[config.mk]
export PLATFORM = sky130hd
export DESIGN_NAME = uart_tx_shift
export DESIGN_NICKNAME = d
export VERILOG_FILES = /design/src/rtl/uart_tx_shift.sv
export SDC_FILE = /design/constraint.sdc
export NUM_CORES = 1
export LEC_CHECK = 0
export CAP_MARGIN = 0
export CORE_MARGIN = 3
export CORE_UTILIZATION = 50
export CTS_CLUSTER_SIZE = 16
export DETAILED_ROUTE_END_ITERATION = 7
export DONT_BUFFER_PORTS = 1
export HOLD_SLACK_MARGIN = 0.02
export SLEW_MARGIN = 20
export SYNTH_ARGS = -nofsm -noshare
export SYNTH_HDL_FRONTEND = slang
export SYNTH_SLANG_ARGS = --single-unit
export TNS_END_PERCENT = 10
[constraint.sdc]
create_clock -name clk -period 2.6 [get_ports clk]
set_input_delay 0.52 -clock clk [delete_from_list [all_inputs] [get_ports clk]]
set_output_delay 0.52 -clock clk [all_outputs]
set_load 0.01 [all_outputs]
[src/rtl/uart_tx_shift.sv]
// 8051-style serial transmitter: frames a byte written to SBUF onto txd, stepping one
// bit per OVS baud ticks (async modes) or per tick (sync shift mode), then raises TI.
module uart_tx_shift #(
  parameter int          OVS       = 16,
  parameter logic [7:0]  SBUF_ADDR = 8'h99
) (
  input  logic       clk,
  input  logic       rst_n,
  input  logic       wr_n,
  input  logic       rd_n,
  input  logic [7:0] AB,
  input  logic [7:0] din,
  input  logic [1:0] SM,
  input  logic       TB8,
  input  logic       TC,
  input  logic       ti_clr,
  output logic       TEN,
  output logic       txd,
  output logic       TI,
  output logic       busy,
  output logic [7:0] dout
);

  localparam int CW = (OVS > 1) ? $clog2(OVS) : 1;
  localparam logic [CW-1:0] TICK_MAX = CW'(OVS - 1);

  typedef enum logic [2:0] {IDLE, START, DATA, NINTH, STOP, DONE} state_t;

  state_t         state, state_nxt;
  logic [7:0]     shreg;
  logic [7:0]     sbuf;
  logic [1:0]     mode;
  logic           b9;
  logic [CW-1:0]  tick_cnt;
  logic [2:0]     bit_cnt;
  logic           ti_q;
  logic           load;
  logic           adv;

  // Writes are only honoured between frames; a write during a frame is dropped entirely.
  assign load = !wr_n && (AB == SBUF_ADDR) && (state == IDLE);
  assign adv  = TC && ((mode == 2'b00) || (tick_cnt == TICK_MAX));

  always_ff @(posedge clk or negedge rst_n) begin
    if (!rst_n) state <= IDLE;
    else        state <= state_nxt;
  end

  always_comb begin
    state_nxt = state;
    txd       = 1'b1;
    case (state)
      IDLE:  if (load) state_nxt = (SM == 2'b00) ? DATA : START;
      START: begin
        txd = 1'b0;
        if (adv) state_nxt = DATA;
      end
      DATA: begin
        txd = shreg[0];
        if (adv && bit_cnt == 3'd7) begin
          if (mode[1])              state_nxt = NINTH;
          else if (mode == 2'b00)   state_nxt = DONE;
          else                      state_nxt = STOP;
        end
      end
      NINTH: begin
        txd = b9;
        if (adv) state_nxt = STOP;
      end
      STOP:  if (adv) state_nxt = DONE;
      DONE:  state_nxt = IDLE;
      default: state_nxt = IDLE;
    endcase
  end

  // Frame datapath; sbuf keeps the unshifted byte so readback stays stable mid-frame.
  always_ff @(posedge clk or negedge rst_n) begin
    if (!rst_n) begin
      shreg    <= 8'h00;
      sbuf     <= 8'h00;
      mode     <= 2'b00;
      b9       <= 1'b0;
      tick_cnt <= '0;
      bit_cnt  <= 3'd0;
      ti_q     <= 1'b0;
    end else if (load) begin
      shreg    <= din;
      sbuf     <= din;
      mode     <= SM;
      b9       <= TB8;
      tick_cnt <= '0;
      bit_cnt  <= 3'd0;
      ti_q     <= 1'b0;
    end else begin
      if (state != IDLE && state != DONE && TC && mode != 2'b00)
        tick_cnt <= (tick_cnt == TICK_MAX) ? '0 : tick_cnt + 1'b1;
      if (state == DATA && adv) begin
        shreg   <= shreg >> 1;
        bit_cnt <= bit_cnt + 3'd1;
      end
      // Completion beats a coincident clear so the CPU never misses a frame end.
      if (state == DONE)  ti_q <= 1'b1;
      else if (ti_clr)    ti_q <= 1'b0;
    end
  end

  assign TEN  = (state != IDLE);
  assign busy = TEN;
  assign TI   = ti_q;
  assign dout = (!rd_n && AB == SBUF_ADDR) ? sbuf : 8'h00;

endmodule

==> flow_metrics.py <==
metrics = {
    "run_status": {
        "outcome": "complete, no violations",
    },
    "cells_and_area": {
        "final_common_cell": "dfrtp_1",
        "area_growth_pct": 6.31,
        "diodes": 0,
        "final_cell_mix": "dfrtp_1, nor2_1, a21oi_1",
        "final_design_area_no_fill_um2": 1730,
        "drive_above_1_share": 0.169,
        "layout.nets": 187,
    },
    "power_and_ir_drop": {
        "leakage_nw": 0.795,
        "report.power.total_mw": 1.17,
        "peakVddDrop_mv": 0.414,
        "powerDensity_nw_per_um2": 674,
    },
    "timing": {
        "fin_skew_ns": 0.00871,
        "max_freq_mhz": 485,
        "setup_viol": 0,
        "tns_ns": 0,
        "layout_worst_path_cycle_share": 0.794,
        "slew_viol_final": 0,
        "min_period_ns": 2.06,
        "worst_hold_slack_ns": 0.306,
        "maxSlewHeadroom": 0.660,
        "finalHoldViolCount": 0,
        "worst_pin_slew_ns": 0.509,
        "rsz0062_at_grt": "no",
    },
    "grt": {
        "grt.total_usage": 0.183,
        "gr-total-overflow": 0,
        "grt_antenna_before_repair": 0,
        "grt_max_degree": 31,
        "grt_pass1_vias": 1181,
        "grt_pass1_wl_um": 5650,
    },
    "setup_path": {
        "cpMaxStageDelayCell": "and4b_1",
        "start_kind": "flip-flop",
        "end_kind": "flip-flop",
        "crit_family": "simple AND/OR/NAND/NOR gates",
        "path_buf_inv": 1,
        "reg2reg_depth": 4,
        "worst_ep_required_time_ns": 2.82,
        "rrSetupSlack_ns": 0.54,
        "cp_max_fo": 13,
        "cp.arrival_ns": 2.28,
        "crit_chain": "nor3_2 > and4b_1 > buf_4 > mux2_4",
        "slowest_delay_ns": 0.56,
        "critical_path_class": "reg2reg",
        "path_depth": 4,
    },
    "die": {
        "chipHeight_um": 63.0,
        "core-area_um2": 3080,
        "chipWidth_um": 63.0,
        "die-area_um2": 3970,
        "start_util": 0.528,
        "rows": 20,
        "ioPinCount": 37,
    },
    "clocking": {
        "clkSlewWorstSetupHoldPaths_ns": 0.10,
        "cts.repair.resized": 0,
        "cts_tree": "done",
        "clk_latency_ns": 0.33,
        "cts_max_level": 2,
        "clk_path_buf_depth": 2,
        "clockRootBuffer": "clkbuf_4",
        "cts_sinks": 30,
        "cts_buffers": 5,
    },
    "route": {
        "first_iter_violations": 66,
        "vias": 1158,
        "wire_per_inst_um": 16.4,
        "wirelength_um": 3350,
        "ant_nets": 0,
        "drc": 0,
        "drtPass1Iterations": 4,
        "drt-vias-per-instance": 5.68,
    },
    "synth": {
        "synth.area.top_cells": "dfrtp_1, mux2_2, mux2i_1, a21oi_1, and2_1",
        "syn_nets": 184,
        "syn_avg_cell_area_um2": 10.4,
        "synthFlopType": "dfrtp_1",
        "synth_edf_count": 0,
        "synthesis.area_um2": 1630,
        "syn_inst": 156,
        "yosysTopAreaCellShare": 0.462,
        "yosys_warnings": 0,
        "yosys.area.top_type": "dfrtp_1",
        "yosys.cell_types.count": 42,
        "synth-seq-cells": 30,
        "ys_seq_area_frac": 0.462,
        "synth-async-reset-ratio": 1.00,
    },
    "job": {
        "cap_violations": 0,
    },
    "placed_design": {
        "gp_congestion": 0.859,
        "hpwl_um": 2380,
        "placed_area_um2": 1640,
        "port_buffers": 0,
    },
    "hold_path": {
        "hold_class": "in2reg",
        "min_path_cells": 2,
    },
}
-- metrics by stage --
step / util / std cells / setup WS (ns)
6_report: 0.562 / 204 / 0.537
3_5_place_dp: 0.531 / 194 / 0.491
5_1_grt: 0.562 / 204 / 0.401
3_3_place_gp: 0.531 / 194 / 0.559
4_1_cts: 0.562 / 204 / 0.486
2_1_floorplan: - / 156 / 0.794
-- state kept, by name, indices dropped and copies added, names as in the netlist --
name      cells
state         3
b9            1
tick_cnt      4
TI            1
sbuf          8
shreg         8
mode          2
bit_cnt       3
-- final timing paths --
path / start / endpoint
worst max register to register: state[1] / sbuf[5]
worst max-delay path: state[1] / sbuf[5]
max in group asynchronous: rst_n / shreg[5]
min in group asynchronous: rst_n / tick_cnt[0]
worst min register to register: sbuf[7] / sbuf[7]
worst min-delay path: SM[1] / mode[1]
-- synthesized netlist by cell type (3+ instances only) --
cell type	instances
dfrtp_1	30
inv_1	7
mux2i_1	8
a21oi_1	12
nor3_1	5
a22o_1	3
ha_1	3
buf_6	3
and2_1	9
nor2_1	13
mux2_2	8
nand2_1	9
o21ai_0	9
-- repair_timing --
action,4_1_cts,5_1_grt
buffers inserted,0,0
setup endpoints to repair,0,0
hold buffers,2,0
hold endpoints to repair,30,0
-- kinds of logic after synthesis --
logic type,Yosys count,synth area share
flops,30,0.462
compound gates,37,0.152
xor+xnor,2,0.0154
fa+ha+maj,3,0.0231
mux,18,0.123
buf+inv,15,0.0538
simple gates,51,0.172
-- cell type report --
cell class	instances	area (um2)
Fill cell	281	1350
Multi-Input combinational cell	111	788
Sequential cell	30	751
Tap cell	44	55.1
Clock buffer	6	51.3
Timing Repair Buffer	4	45.0
Inverter	7	26.3
Clock inverter	2	12.5
-- layer usage --
layer / track usage / vias to the layer above / wire length [um]
met3: 0.0594 / 6 / 149
met1: 0.227 / 565 / 1510
met5: 0 / - / 0
li1: - / 564 / -
met4: 0.0661 / 0 / 48
met2: 0.296 / 23 / 1640
-- power breakdown --
group	leakage [nW]	internal [mW]	switching [mW]	total [mW]
clock network	0.0343	0.130	0.161	0.291
registers	0.402	0.528	0.0628	0.591
logic	0.359	0.119	0.165	0.283
(Power assumes the default switching activity.)
